--- src/rtl/mips_controller_if.sv ---
// Bus between the multicycle MIPS datapath and its controller.
//   master : datapath side. It drives instr, instr_valid and mem_ready, and it
//            receives the control strobes and selects.
//   slave  : controller side (mips_controller).
interface mips_controller_if;
  logic [31:0] instr;        // fetched instruction word
  logic        instr_valid;  // fetch handshake
  logic        mem_ready;    // data-memory store accepted
  logic        ir_write;     // latch instr into IR
  logic        pc_write;     // update PC
  logic [1:0]  pc_src;       // 00 PC+4, 10 jump target
  logic [3:0]  alu_ctrl;     // 0 addiu, 1 sw, 2 addu, 3 jal
  logic        alu_src_imm;  // ALU arg2 from sign-extended immediate
  logic        reg_write;    // register-file write strobe
  logic        reg_dst_rd;   // destination rd (1) or rt (0)
  logic        link;         // write PC+4 to $31
  logic        mem_write;    // store request, held until mem_ready
  logic        illegal;      // unsupported-instruction flag
  logic [31:0] retired;      // completed-instruction count

  modport master (
    output instr, instr_valid, mem_ready,
    input  ir_write, pc_write, pc_src, alu_ctrl, alu_src_imm, reg_write,
           reg_dst_rd, link, mem_write, illegal, retired
  );

  modport slave (
    input  instr, instr_valid, mem_ready,
    output ir_write, pc_write, pc_src, alu_ctrl, alu_src_imm, reg_write,
           reg_dst_rd, link, mem_write, illegal, retired
  );
endinterface

--- src/rtl/mips_controller.sv ---
// Multicycle MIPS control FSM. It supports addiu, addu, sw and jal.
// Ports:
//   clk   : clock. All state changes on the rising edge.
//   rst_n : asynchronous active-low reset.
//   bus   : mips_controller_if.slave. It carries the fetch/store handshakes
//           in, and the control strobes, ALU selects and retired count out.
// Build option:
//   MIPS_CTRL_ILLEGAL_TRAP_EN. When defined, an illegal opcode parks the FSM
//   in TRAP with illegal=1 until reset. When undefined, an illegal opcode
//   retires as a NOP.
// Each strobe and select is registered from the state being entered. It is
// therefore high for exactly the cycle(s) the FSM spends in that state.
// ir_write and pc_write pulse in the cycle after the fetch is accepted.
module mips_controller (
  input  logic               clk,
  input  logic               rst_n,
  mips_controller_if.slave   bus
);

  localparam int unsigned OP_W  = 6;
  localparam int unsigned ALU_W = 4;
  localparam int unsigned RET_W = 32;

  localparam logic [OP_W-1:0]  OP_SPECIAL = 6'b000000;
  localparam logic [OP_W-1:0]  OP_JAL     = 6'b000011;
  localparam logic [OP_W-1:0]  OP_ADDIU   = 6'b001001;
  localparam logic [OP_W-1:0]  OP_SW      = 6'b101011;
  localparam logic [OP_W-1:0]  FN_ADDU    = 6'b100001;

  localparam logic [ALU_W-1:0] ALU_ADDIU  = 4'b0000;
  localparam logic [ALU_W-1:0] ALU_SW     = 4'b0001;
  localparam logic [ALU_W-1:0] ALU_ADDU   = 4'b0010;
  localparam logic [ALU_W-1:0] ALU_JAL    = 4'b0011;

  localparam logic [1:0]       PC_SRC_SEQ  = 2'b00;
  localparam logic [1:0]       PC_SRC_JUMP = 2'b10;

  typedef enum logic [2:0] {
    S_FETCH,
    S_DECODE,
    S_EXECUTE,
    S_MEM_WRITE,
    S_WRITEBACK,
    S_JUMP
`ifdef MIPS_CTRL_ILLEGAL_TRAP_EN
    , S_TRAP
`endif
  } state_e;

  state_e             state_q, state_d;
  logic [OP_W-1:0]    op_q, op_d;
  logic [OP_W-1:0]    funct_q, funct_d;
  logic [ALU_W-1:0]   alu_ctrl_q, alu_ctrl_d;
  logic [RET_W-1:0]   retired_q, retired_d;
  logic               retire;
  logic               ir_write_q, ir_write_d;
  logic               pc_write_q, pc_write_d;
  logic [1:0]         pc_src_q, pc_src_d;
  logic               alu_src_imm_q, alu_src_imm_d;
  logic               reg_write_q, reg_write_d;
  logic               reg_dst_rd_q, reg_dst_rd_d;
  logic               link_q, link_d;
  logic               mem_write_q, mem_write_d;
  logic               illegal_q, illegal_d;

  // Only the opcode and funct fields steer the controller.
  logic unused_instr_bits;
  assign unused_instr_bits = ^bus.instr[25:6];

  // Next state, decode latch, and the registered output values for the next state.
  always_comb begin
    state_d    = state_q;
    op_d       = op_q;
    funct_d    = funct_q;
    alu_ctrl_d = alu_ctrl_q;
    retire     = 1'b0;

    case (state_q)
      S_FETCH: begin
        if (bus.instr_valid) begin
          op_d    = bus.instr[31:26];
          funct_d = bus.instr[5:0];
          state_d = S_DECODE;
        end
      end
      S_DECODE: begin
        if (op_q == OP_ADDIU) begin
          alu_ctrl_d = ALU_ADDIU;
          state_d    = S_EXECUTE;
        end else if (op_q == OP_SW) begin
          alu_ctrl_d = ALU_SW;
          state_d    = S_EXECUTE;
        end else if ((op_q == OP_SPECIAL) && (funct_q == FN_ADDU)) begin
          alu_ctrl_d = ALU_ADDU;
          state_d    = S_EXECUTE;
        end else if (op_q == OP_JAL) begin
          alu_ctrl_d = ALU_JAL;
          state_d    = S_JUMP;
        end else begin
`ifdef MIPS_CTRL_ILLEGAL_TRAP_EN
          state_d = S_TRAP;
`else
          // An unsupported opcode completes as a NOP.
          state_d = S_FETCH;
          retire  = 1'b1;
`endif
        end
      end
      S_EXECUTE: begin
        state_d = (alu_ctrl_q == ALU_SW) ? S_MEM_WRITE : S_WRITEBACK;
      end
      S_MEM_WRITE: begin
        if (bus.mem_ready) begin
          state_d = S_FETCH;
          retire  = 1'b1;
        end
      end
      S_WRITEBACK: begin
        state_d = S_FETCH;
        retire  = 1'b1;
      end
      S_JUMP: begin
        state_d = S_FETCH;
        retire  = 1'b1;
      end
`ifdef MIPS_CTRL_ILLEGAL_TRAP_EN
      S_TRAP: begin
        state_d = S_TRAP;
      end
`endif
      default: begin
        state_d = S_FETCH;
      end
    endcase

    retired_d = retired_q + RET_W'(retire);

    // Outputs follow the state being entered, so they line up with that state's cycle.
    ir_write_d    = (state_d == S_DECODE);
    pc_write_d    = (state_d == S_DECODE) || (state_d == S_JUMP);
    pc_src_d      = (state_d == S_JUMP) ? PC_SRC_JUMP : PC_SRC_SEQ;
    alu_src_imm_d = (state_d == S_EXECUTE) && (alu_ctrl_d != ALU_ADDU);
    reg_write_d   = (state_d == S_WRITEBACK) || (state_d == S_JUMP);
    reg_dst_rd_d  = (state_d == S_WRITEBACK) && (alu_ctrl_d == ALU_ADDU);
    link_d        = (state_d == S_JUMP);
    mem_write_d   = (state_d == S_MEM_WRITE);
`ifdef MIPS_CTRL_ILLEGAL_TRAP_EN
    illegal_d     = (state_d == S_TRAP);
`else
    illegal_d     = 1'b0;
`endif
  end

  // State and output registers.
  always_ff @(posedge clk or negedge rst_n) begin
    if (!rst_n) begin
      state_q       <= S_FETCH;
      op_q          <= '0;
      funct_q       <= '0;
      alu_ctrl_q    <= '0;
      retired_q     <= '0;
      ir_write_q    <= 1'b0;
      pc_write_q    <= 1'b0;
      pc_src_q      <= PC_SRC_SEQ;
      alu_src_imm_q <= 1'b0;
      reg_write_q   <= 1'b0;
      reg_dst_rd_q  <= 1'b0;
      link_q        <= 1'b0;
      mem_write_q   <= 1'b0;
      illegal_q     <= 1'b0;
    end else begin
      state_q       <= state_d;
      op_q          <= op_d;
      funct_q       <= funct_d;
      alu_ctrl_q    <= alu_ctrl_d;
      retired_q     <= retired_d;
      ir_write_q    <= ir_write_d;
      pc_write_q    <= pc_write_d;
      pc_src_q      <= pc_src_d;
      alu_src_imm_q <= alu_src_imm_d;
      reg_write_q   <= reg_write_d;
      reg_dst_rd_q  <= reg_dst_rd_d;
      link_q        <= link_d;
      mem_write_q   <= mem_write_d;
      illegal_q     <= illegal_d;
    end
  end

  assign bus.ir_write    = ir_write_q;
  assign bus.pc_write    = pc_write_q;
  assign bus.pc_src      = pc_src_q;
  assign bus.alu_ctrl    = alu_ctrl_q;
  assign bus.alu_src_imm = alu_src_imm_q;
  assign bus.reg_write   = reg_write_q;
  assign bus.reg_dst_rd  = reg_dst_rd_q;
  assign bus.link        = link_q;
  assign bus.mem_write   = mem_write_q;
  assign bus.illegal     = illegal_q;
  assign bus.retired     = retired_q;

endmodule

--- src/flat_wrapper.sv ---
// flat-port wrapper written by rule: the top's interface ports become plain ports
module mips_controller_flat 
  (clk, rst_n, bus_instr, bus_instr_valid, bus_mem_ready, bus_ir_write, bus_pc_write, bus_pc_src, bus_alu_ctrl, bus_alu_src_imm, bus_reg_write, bus_reg_dst_rd, bus_link, bus_mem_write, bus_illegal, bus_retired);
  mips_controller_if bus_i ();
  input  logic clk;
  input  logic rst_n;
  input wire logic [$bits(bus_i.instr)-1:0] bus_instr;
  input wire logic [$bits(bus_i.instr_valid)-1:0] bus_instr_valid;
  input wire logic [$bits(bus_i.mem_ready)-1:0] bus_mem_ready;
  output wire logic [$bits(bus_i.ir_write)-1:0] bus_ir_write;
  output wire logic [$bits(bus_i.pc_write)-1:0] bus_pc_write;
  output wire logic [$bits(bus_i.pc_src)-1:0] bus_pc_src;
  output wire logic [$bits(bus_i.alu_ctrl)-1:0] bus_alu_ctrl;
  output wire logic [$bits(bus_i.alu_src_imm)-1:0] bus_alu_src_imm;
  output wire logic [$bits(bus_i.reg_write)-1:0] bus_reg_write;
  output wire logic [$bits(bus_i.reg_dst_rd)-1:0] bus_reg_dst_rd;
  output wire logic [$bits(bus_i.link)-1:0] bus_link;
  output wire logic [$bits(bus_i.mem_write)-1:0] bus_mem_write;
  output wire logic [$bits(bus_i.illegal)-1:0] bus_illegal;
  output wire logic [$bits(bus_i.retired)-1:0] bus_retired;
  assign bus_i.instr = bus_instr;
  assign bus_i.instr_valid = bus_instr_valid;
  assign bus_i.mem_ready = bus_mem_ready;
  assign bus_ir_write = bus_i.ir_write;
  assign bus_pc_write = bus_i.pc_write;
  assign bus_pc_src = bus_i.pc_src;
  assign bus_alu_ctrl = bus_i.alu_ctrl;
  assign bus_alu_src_imm = bus_i.alu_src_imm;
  assign bus_reg_write = bus_i.reg_write;
  assign bus_reg_dst_rd = bus_i.reg_dst_rd;
  assign bus_link = bus_i.link;
  assign bus_mem_write = bus_i.mem_write;
  assign bus_illegal = bus_i.illegal;
  assign bus_retired = bus_i.retired;
  mips_controller u_core (.clk(clk), .rst_n(rst_n), .bus(bus_i));
endmodule
--- config.mk ---
export PLATFORM = sky130hd
export DESIGN_NAME = mips_controller_flat
export DESIGN_NICKNAME = d
export VERILOG_FILES = /design/src/rtl/mips_controller_if.sv /design/src/rtl/mips_controller.sv /design/src/flat_wrapper.sv
export SDC_FILE = /design/constraint.sdc
export NUM_CORES = 1
export LEC_CHECK = 0
export CORE_MARGIN = 4
export CORE_UTILIZATION = 30
export CTS_CLUSTER_SIZE = 12
export DETAILED_ROUTE_END_ITERATION = 8
export PLACE_DENSITY = 0.57
export SYNTH_ARGS = -nofsm -noshare
export SYNTH_HDL_FRONTEND = slang
export SYNTH_SLANG_ARGS = --single-unit
--- constraint.sdc ---
create_clock -name clk -period 3.9 [get_ports clk]
set_input_delay 0.78 -clock clk [delete_from_list [all_inputs] [get_ports clk]]
set_output_delay 0.78 -clock clk [all_outputs]
set_load 0.01 [all_outputs]
Yosys cells after proc, flatten, opt, wreduce, memory -nomap -nowiden
Index checks and enable logic that the tools add are counted. Widths: inputs -> output; s select.

Flip-flop bits (word level): 60. Input bits: 36. Output and inout port bits: 46. Logic and storage cells: 60.

Add/subtract/negate cells: 1. Eq/ne operators: 17. Multiplexer cells: 20. Reductions and logical operators: 9.

Operator list (number): $add 32x1->32 (1); $mux 3 (7); $mux 4 (5); $eq 3x2->1 const B (4); $eq 3x3->1 const B (4); $eq 6x6->1 const B (2); $pmux 3 s4 (1); $eq 3x1->1 const B (2); $eq 6x2->1 const B (1); $eq 6x4->1 const B (1); $logic_not 6->1 (1); $mux 1 (5); $eq 4x1->1 const B (1); $eq 4x2->1 const B (1); $ne 4x2->1 const B (1); $logic_and 1x1->1 (3); $logic_not 3->1 (1); $pmux 1 s3 (1); $logic_or 1x1->1 (2); $mux 2 (1); $reduce_and 2->1 (1); $reduce_or 2->1 (1).

Longest topological paths before layout
Gate-level depths: netlist of run 1.

Depth in word-level cells: 8. Depth in mapped cells: 10. Gate-level depth less buffers: 10.

Worst setup path before layout of run 1
OpenSTA, ideal clock, no wires.

Path kind: register to register. Start: register u_core.op_q[1]. End: register u_core.retired_q[28] (netlist: u_core.bus.retired[28]). Setup time: 0.125 ns. Arrival: 2.164 ns. Required time: 3.775 ns. Path slack: 1.611 ns. Stages on the path, launching flop included: 11. Buffers on the path: 0. Clock period less this slack: 2.289 ns. Cell sequence: dfrtp_1 > nand2_1 > a21boi_0 > o22ai_1 > o221ai_1 > ha_1 > ha_1 > nand2_1 > nor4_4 > nand4_1 > xnor2_1.

Cells in the longest elaborated chain, start to end: 7. Elaborated cells between the ends (all ways): 11. Those cells by class: add/sub: 1; eq/ne: 3; mux: 5; reduce/logical: 2.

RTL lines: start, declared (line mips_controller.sv:51) `logic [OP_W-1:0] op_q, op_d;`; start signal, assigned (line mips_controller.sv:173) `op_q <= op_d;`; $eq 6x2->1 or $logic_not 6->1 (tied branches) (line mips_controller.sv:96, mips_controller.sv:93); $mux 1 or $logic_and 1x1->1 (tied branches) (line mips_controller.sv:96, mips_controller.sv:93); $mux 1 (line mips_controller.sv:93) `end else if ((op_q == OP_SPECIAL) && (funct_q == FN_ADDU)) begin`; $mux 1 (line mips_controller.sv:90) `end else if (op_q == OP_SW) begin`; $mux 1 (*) (line mips_controller.sv:87) `if (op_q == OP_ADDIU) begin`; $pmux 1 s3 (*) (line mips_controller.sv:78) `case (state_q)`; $add 32x1->32 (*) (line mips_controller.sv:136) `retired_d = retired_q + RET_W'(retire);`; via u_core.retired_d[28] (line mips_controller.sv:54) `logic [RET_W-1:0] retired_q, retired_d;`; end signal, assigned (line mips_controller.sv:176) `retired_q <= retired_d;`; end, declared (line mips_controller.sv:54).

The timed path passes the listed nets; every way through them passes the cells marked *. A chain may end at the register's enable or synchronous reset.

Final worst setup path of run 1
Ends and elaborated chain as after synthesis.

==> out/qor.log, run 1 <==
qor: sta.worst_pin_slew 601 ps
qor: detailed_routing.drc 0
qor: sta.finalWorstPathRequiredPeriod 2870 ps
qor: placement.gp_routability_congestion 0.773
qor: logic_synthesis.yosys-mux-area-fraction 0.0559
qor: pwr.total_leakage_power 0.00148 uW
qor: global_route.grt_pass1_wl 9240 um
qor: worst_setup_path.timing.critical_path.from_type register
qor: logic_synthesis.postSynthRegisterBits 58
qor: detailed_routing.wl 5550 um
qor: logic_synthesis.synthAdderAreaFrac 0.0145
qor: logic_synthesis.synth_compound_gate_area_share 0.0289
qor: pwr.p_per_area 495 nW/um^2
qor: worst_setup_path.arrival 3090 ps
qor: global_route.pin_count_of_the_biggest_net_entering_global_routing 34
qor: floorplan.die_h 101 um
qor: floorplan.floorplan.initialDensity 0.313
qor: hold_path.type_of_the_worst_min_delay_path input port to async pin
qor: clock_network.cts_tree built
qor: cells_and_area.antenna_cells_inserted 0
qor: logic_synthesis.synth_seq_area_share 0.559
qor: global_route.first_global_vias 1835
qor: clock_network.cts-resized-gates 0
qor: clock_network.cts_htree_levels 3
qor: clock_network.cts_buffers 9
qor: placement.io_buffer_count 59
qor: clock_network.post_cts_buffers 0
qor: run_status.outcome completed
qor: logic_synthesis.synth-simple-area-share 0.201
qor: worst_setup_path.capturing_element_type_of_the_critical_path register
qor: global_route.antenna_found_initial 0
qor: pwr.vdd.ir_drop.worst 0.197 mV
qor: clock_network.cts-hold-fix-buffers 0
qor: clock_network.clock_path_buffers 2
qor: sta.hold_viol_final 0
qor: cells_and_area.syn2layout_area_growth 34.3%
qor: sta.max_clk_rate 348 MHz
qor: clock_network.worst_skew_pair_latency 330 ps
qor: cells_and_area.instances_no_fill 385
qor: pwr.finalPower 1730 uW
qor: logic_synthesis.yosys_warnings 0
qor: logic_synthesis.synth_enable_flop_cells 0
qor: detailed_routing.via_per_inst 4.78
qor: global_route.globalRouteOverflowTotal 0
qor: worst_setup_path.critical_path_peak_fanout 7
qor: sta.min_period_over_period 0.737
qor: logic_synthesis.synth_area 2600 um^2
qor: cells_and_area.drive_above_1_share 0.136
qor: logic_synthesis.synth-async-reset-ratio 1.00
qor: detailed_routing.detailroute.via_count 1840
qor: logic_synthesis.synth-xor-area-share 0.108
qor: global_route.groute.usage.overall 0.118
qor: detailed_routing.routedWlPerCell 14.4 um
qor: clock_network.root_buffer clkbuf_8
qor: worst_setup_path.critPathRequiredTime 4120 ps
qor: placement.place.detailed.instances 369
qor: worst_setup_path.criticalPathCategory register to register
qor: logic_synthesis.synth_top_family_by_area simple AND/OR/NAND/NOR gates
qor: logic_synthesis.synthCells 211
qor: floorplan.io_pins 82
qor: logic_synthesis.postSynth.topFlopCell dfrtp_1
qor: clock_network.cts.sink_count 58
qor: sta.setup_repair_after_global_routing_missed_its_margin false
qor: sta.report.final.slew_viol_count 0
qor: floorplan.placementRows 33
qor: clock_network.register_clock_pin_slew_on_the_reported_worst_setup_and_hold_paths 70 ps
qor: sta.timing.slew.headroom 0.599
qor: sta.worst_skew 9.31 ps
qor: run.cap_violations 0
qor: placement.dp_hpwl 3990 um
qor: sta.setup_total_negative_slack 0 ps
qor: floorplan.die_area 10200 um^2
qor: detailed_routing.dr.pass1.iters 4
qor: floorplan.fp.coreArea 8300 um^2
qor: floorplan.die_width 101 um
qor: cells_and_area.fin_util 0.420
qor: logic_synthesis.synth.avg_cell_area 12.3 um^2
qor: detailed_routing.first_iter_violations 31
qor: sta.finalSetupViolations 0
qor: logic_synthesis.yosysUniqueCellTypes 43
qor: detailed_routing.antenna_left 0
qor: cells_and_area.final_nets 314
[cells by family after synthesis]
logic type                 count (synthesis)
AOI/OAI and AO/OA                         11
DFF                                       58
adders and majority gates                  3
buffers and inverters                     14
other                                      1
xor gates and xnor gates                  32
muxes                                     13
and+or+nand+nor                           79
[where the power goes]
group          total [uW]  internal, uW  switching (uW)
logic                 332           188             144
clock network         610           372             238
registers             783           688            94.5
[per-layer routing]
metal / track usage / part of all wire
met1: 0.147 / 0.43
met2: 0.183 / 0.48
met3: 0.0505 / 0.074
met4: 0.0399 / 0.012
met5: 0 / 0
[Yosys cell counts, types with 2 or more instances]
cell	number	area share
mux2_2	12	0.052
xor2_1	4	0.013
inv_1	5	0.0072
nand2b_1	3	0.0072
nor2_1	6	0.0087
a21boi_0	2	0.0058
nor3_1	3	0.0058
ha_1	3	0.014
nor4b_1	4	0.013
xnor2_1	28	0.094
nand3_1	17	0.033
dfrtp_1	58	0.56
a21oi_1	3	0.0058
and4_1	6	0.020
buf_4	5	0.014
nor4_4	2	0.016
nand4_1	12	0.029
and3_1	3	0.0072
and2_1	3	0.0072
nand2_1	9	0.013
[critical path: stages, from the launching register on]
cell and delay [ps]:
dfrtp_1 430, nand2_1 210, a21boi_0 310, o22ai_1 140, o221ai_1 240, ha_1 260, ha_1 290, nand2_1 120
nor4_4 410, nand4_1 190, xnor2_1 160
[per-stage QoR]
| step | instance area (um^2) | hold WS, ps | setup WS [ps] |
|---|---|---|---|
| final | 3490 | 447 | 1030 |
| after floorplan | 2600 | 472 | 1610 |
| after global placement | 3270 | 462 | 818 |
| after detailed placement | 3270 | 468 | 818 |
| after global routing | 3490 | 477 | 737 |
| after CTS | 3490 | 460 | 926 |
[placed cells by master (no fill, tap or decap), types with 2 or more instances in the layout]
master / Yosys / layout
nand4_1: 12 / 12
clkdlybuf4s50_1: 0 / 58
dfrtp_1: 58 / 58
clkinv_2: 0 / 4
nand2b_1: 3 / 3
nor3_1: 3 / 3
mux2_2: 12 / 12
nor4b_1: 4 / 4
nor2_1: 6 / 6
clkbuf_8: 0 / 10
and2_1: 3 / 3
and4_1: 6 / 6
bufinv_16: 0 / 2
a21boi_0: 2 / 2
buf_4: 5 / 2
nor4_4: 2 / 2
nand2_1: 9 / 9
conb_1: 1 / 2
inv_1: 5 / 5
nand3_1: 17 / 17
xor2_1: 4 / 4
and3_1: 3 / 3
xnor2_1: 28 / 28
a21oi_1: 3 / 3
ha_1: 3 / 3
[registers in the layout (all words and copies together) (netlist names)]
| signal | count |
|---|---|
| u_core.bus.retired | 32 |
| u_core.funct_q | 6 |
| u_core.op_q | 6 |
| u_core.bus.alu_ctrl | 4 |
| u_core.state_q | 3 |
| u_core.bus.alu_src_imm | 1 |
| u_core.bus.ir_write | 1 |
| u_core.bus.mem_write | 1 |
| u_core.bus.pc_src | 1 |
| u_core.bus.pc_write | 1 |
| u_core.bus.reg_dst_rd | 1 |
| u_core.bus.reg_write | 1 |
[final timing paths]
check	startpoint	to	slack, ps	cells past startpoint
min in group clk	u_core.bus.retired[31]	u_core.bus.retired[31]	480	1
worst min-delay path	rst_n	u_core.bus.retired[6]	450	1
worst max-delay path	u_core.op_q[1]	u_core.bus.retired[28]	1030	10
worst max register to register	u_core.op_q[1]	u_core.bus.retired[28]	1030	10
max in group asynchronous	rst_n	u_core.bus.alu_ctrl[1]	2590	2
worst min register to register	u_core.bus.retired[31]	u_core.bus.retired[31]	480	1
[final cells by class]
cell class	count	area (um^2)
Clock buffer	10	138
Tap cell	105	131
Inverter	5	18.8
Timing Repair Buffer	61	601
Sequential cell	58	1450
Fill cell	811	4810
Clock inverter	6	80.1
Multi-Input combinational cell	140	1070
Note: power is estimated with default switching activity, not from simulation.
==> run 2: changes to the inputs <==
Clock period 3.9 ns to 2.9 ns, I/O delays scaled along.
==> out/qor.log, run 2 (same netlist as run 1, synthesis figures left out) <==
qor: sta.hold_viol_final 0 [unchanged]
qor: worst_setup_path.timing.critical_path.from_type register
qor: global_route.groute.usage.overall 0.114 [-0.00392]
qor: floorplan.fp.coreArea 8300 um^2 [unchanged]
qor: placement.gp_routability_congestion 0.769 [-0.53%]
qor: global_route.grt_pass1_wl 8890 um [-3.7%]
qor: clock_network.cts_tree built
qor: worst_setup_path.critical_path.most_common_cell ha_1
qor: pwr.total_leakage_power 0.00149 uW [+0.69%]
qor: clock_network.cts.sink_count 58 [unchanged]
qor: clock_network.clock_path_buffers 2 [unchanged]
qor: worst_setup_path.capturing_element_type_of_the_critical_path register
qor: sta.finalSetupViolations 0 [unchanged]
qor: sta.hold_ws 476 ps [+29.8 ps]
qor: cells_and_area.area_taken_by_multi_input_logic_gates 1070 um^2 [unchanged]
qor: floorplan.die_width 101 um [unchanged]
qor: clock_network.cts_buffers 9 [unchanged]
qor: worst_setup_path.critPathRequiredTime 3150 ps [-970 ps]
qor: clock_network.post_cts_buffers 0 [unchanged]
qor: hold_path.type_of_the_worst_min_delay_path register to register
qor: worst_setup_path.crit_path_top_delay_cell or4_4
qor: sta.max_clk_rate 397 MHz [+14%]
qor: pwr.vdd.ir_drop.worst 0.248 mV [+26%]
qor: cells_and_area.layout.cells.most_common_list clkdlybuf4s50_1, dfrtp_1, xnor2_1
qor: sta.setup_repair_after_global_routing_missed_its_margin false
qor: floorplan.die_area 10200 um^2 [unchanged]
qor: worst_setup_path.crit_path_start u_core.op_q[3]
qor: detailed_routing.drc 0 [unchanged]
qor: detailed_routing.first_iter_violations 27 [-13%]
qor: worst_setup_path.critical-path-max-stage-delay 600 ps [+170 ps]
qor: detailed_routing.routedWlPerCell 13.9 um [-3.3%]
qor: worst_setup_path.critical_path_peak_fanout 7 [unchanged]
qor: clock_network.root_buffer clkbuf_8
qor: clock_network.worst_skew_pair_latency 330 ps [about the same]
qor: cells_and_area.drive_above_1_share 0.140 [+0.00464]
qor: floorplan.io_pins 82 [unchanged]
qor: cells_and_area.largest_reg_flops 32 [unchanged]
qor: clock_network.register_clock_pin_slew_on_the_reported_worst_setup_and_hold_paths 60 ps [about the same]
qor: run.cap_violations 0 [unchanged]
qor: pwr.p_per_area 633 nW/um^2 [+28%]
qor: sta.report.final.slew_viol_count 0 [unchanged]
qor: worst_setup_path.arrival 2770 ps [-320 ps]
qor: sta.setup_total_negative_slack 0 ps [unchanged]
qor: detailed_routing.dr.pass1.iters 4 [unchanged]
qor: worst_setup_path.timing.critical_path.cells or4_4 -> o22ai_1 -> o221ai_1 -> ha_1 -> ha_1 -> nand2_1 -> nor4_4 -> buf_4 -> nand4_1 -> xnor2_1
qor: global_route.pin_count_of_the_biggest_net_entering_global_routing 34 [unchanged]
qor: cells_and_area.final_nets 320 [+1.9%]
qor: floorplan.placementRows 33 [unchanged]
qor: placement.dp_hpwl 3990 um [about the same]
qor: detailed_routing.wl 5430 um [-2.1%]
qor: worst_setup_path.worst_r2r_startpoint u_core.op_q[3]
qor: detailed_routing.detailroute.via_count 1836 [-0.22%]
qor: global_route.first_global_vias 1829 [-0.33%]
qor: placement.placedInstanceArea 3310 um^2 [+1.1%]
qor: worst_setup_path.criticalPathCategory register to register
qor: cells_and_area.fillerInstances 803 [-0.99%]
qor: pwr.finalPower 2220 uW [+29%]
qor: floorplan.die_h 101 um [unchanged]
qor: clock_network.cts_htree_levels 3 [unchanged]
qor: cells_and_area.layout.cell_area.non_filler 3500 um^2 [+0.43%]
qor: detailed_routing.via_per_inst 4.71 [-1.5%]
qor: global_route.antenna_found_initial 0 [unchanged]
qor: sta.finalWorstPathRequiredPeriod 2520 ps [-354 ps]
qor: sta.worst_skew 6.52 ps [-2.79 ps]
qor: detailed_routing.antenna_left 0 [unchanged]
qor: cells_and_area.syn2layout_area_growth 34.9%
qor: cells_and_area.final-seq-area 1450 um^2 [unchanged]
qor: cells_and_area.fin_util 0.422 [+0.00181]
qor: run_status.outcome completed
qor: sta.min_period_over_period 0.869 [+0.132]
qor: global_route.globalRouteOverflowTotal 0 [unchanged]
qor: floorplan.floorplan.initialDensity 0.313 [unchanged]
qor: hold_path.worst_hold_startpoint u_core.bus.retired[31]
qor: cells_and_area.antenna_cells_inserted 0 [unchanged]
qor: placement.io_buffer_count 59 [unchanged]
run 2: cell count changes in the layout (fill, tap and decap cells not counted):
cell	change
dlygate4sd3_1	+1
clkinv_2	-2
clkbuf_1	+2
bufinv_16	-1
buf_4	+5
run 2: metal layers:
layer / track usage / up-vias / wire [um]
met3: 0.0394 / 10 / 329
li1: - / 883 / -
met2: 0.180 / 47 / 2590
met1: 0.139 / 896 / 2420
met5: 0 / - / 0
met4: 0.0521 / 0 / 93
run 2: per-stage QoR:
stage / setup WS (ps) / instances
2_1_floorplan: 611 / 212
3_3_place_gp: 289 / 374
3_5_place_dp: 301 / 374
4_1_cts: 322 / 389
5_1_grt: 95.6 / 390
6_report: 380 / 390
run 2: repair_timing:
item | CTS | global route
resized for setup | 0 | 0
hold buffers | 0 | 1
hold endpoints to repair | 0 | 1
run 2: final timing paths:
check | end | slack, ps | cells after the start
setup reg to reg | u_core.bus.retired[28] | 380 | 10
hold / removal | u_core.bus.retired[31] | 480 | 1
hold reg to reg | u_core.bus.retired[31] | 480 | 1
max in group asynchronous | u_core.bus.alu_ctrl[3] | 1740 | 3
setup / recovery | u_core.bus.retired[28] | 380 | 10
min in group asynchronous | u_core.bus.retired[7] | 560 | 2
run 2: cell type report:
| type | count | share of cell area |
|---|---|---|
| clock buffer | 12 | 0.0414 |
| clock inverter | 3 | 0.0114 |
| inverter | 5 | 0.00536 |
| multi-input combinational | 140 | 0.305 |
| sequential | 58 | 0.414 |
| tap | 105 | 0.0375 |
| timing repair buffer | 67 | 0.185 |
run 2: report_power, final:
| part | leakage, uW | internal (uW) | switching (uW) |
|---|---|---|---|
| Sequential | 0.000765 | 926 | 127 |
| Combinational | 0.000627 | 263 | 195 |
| Clock | 0.0000962 | 413 | 293 |
| Total | 0.00149 | 1600 | 615 |
run 2: worst max-delay path, delay by kind of cell, from the launching register on:
family | cells | cell delay [ps]
compound gates | 2 | 390
xor+xnor | 1 | 120
fa+ha+maj | 2 | 490
buf+inv | 1 | 170
flops | 1 | 410
simple gates | 4 | 860
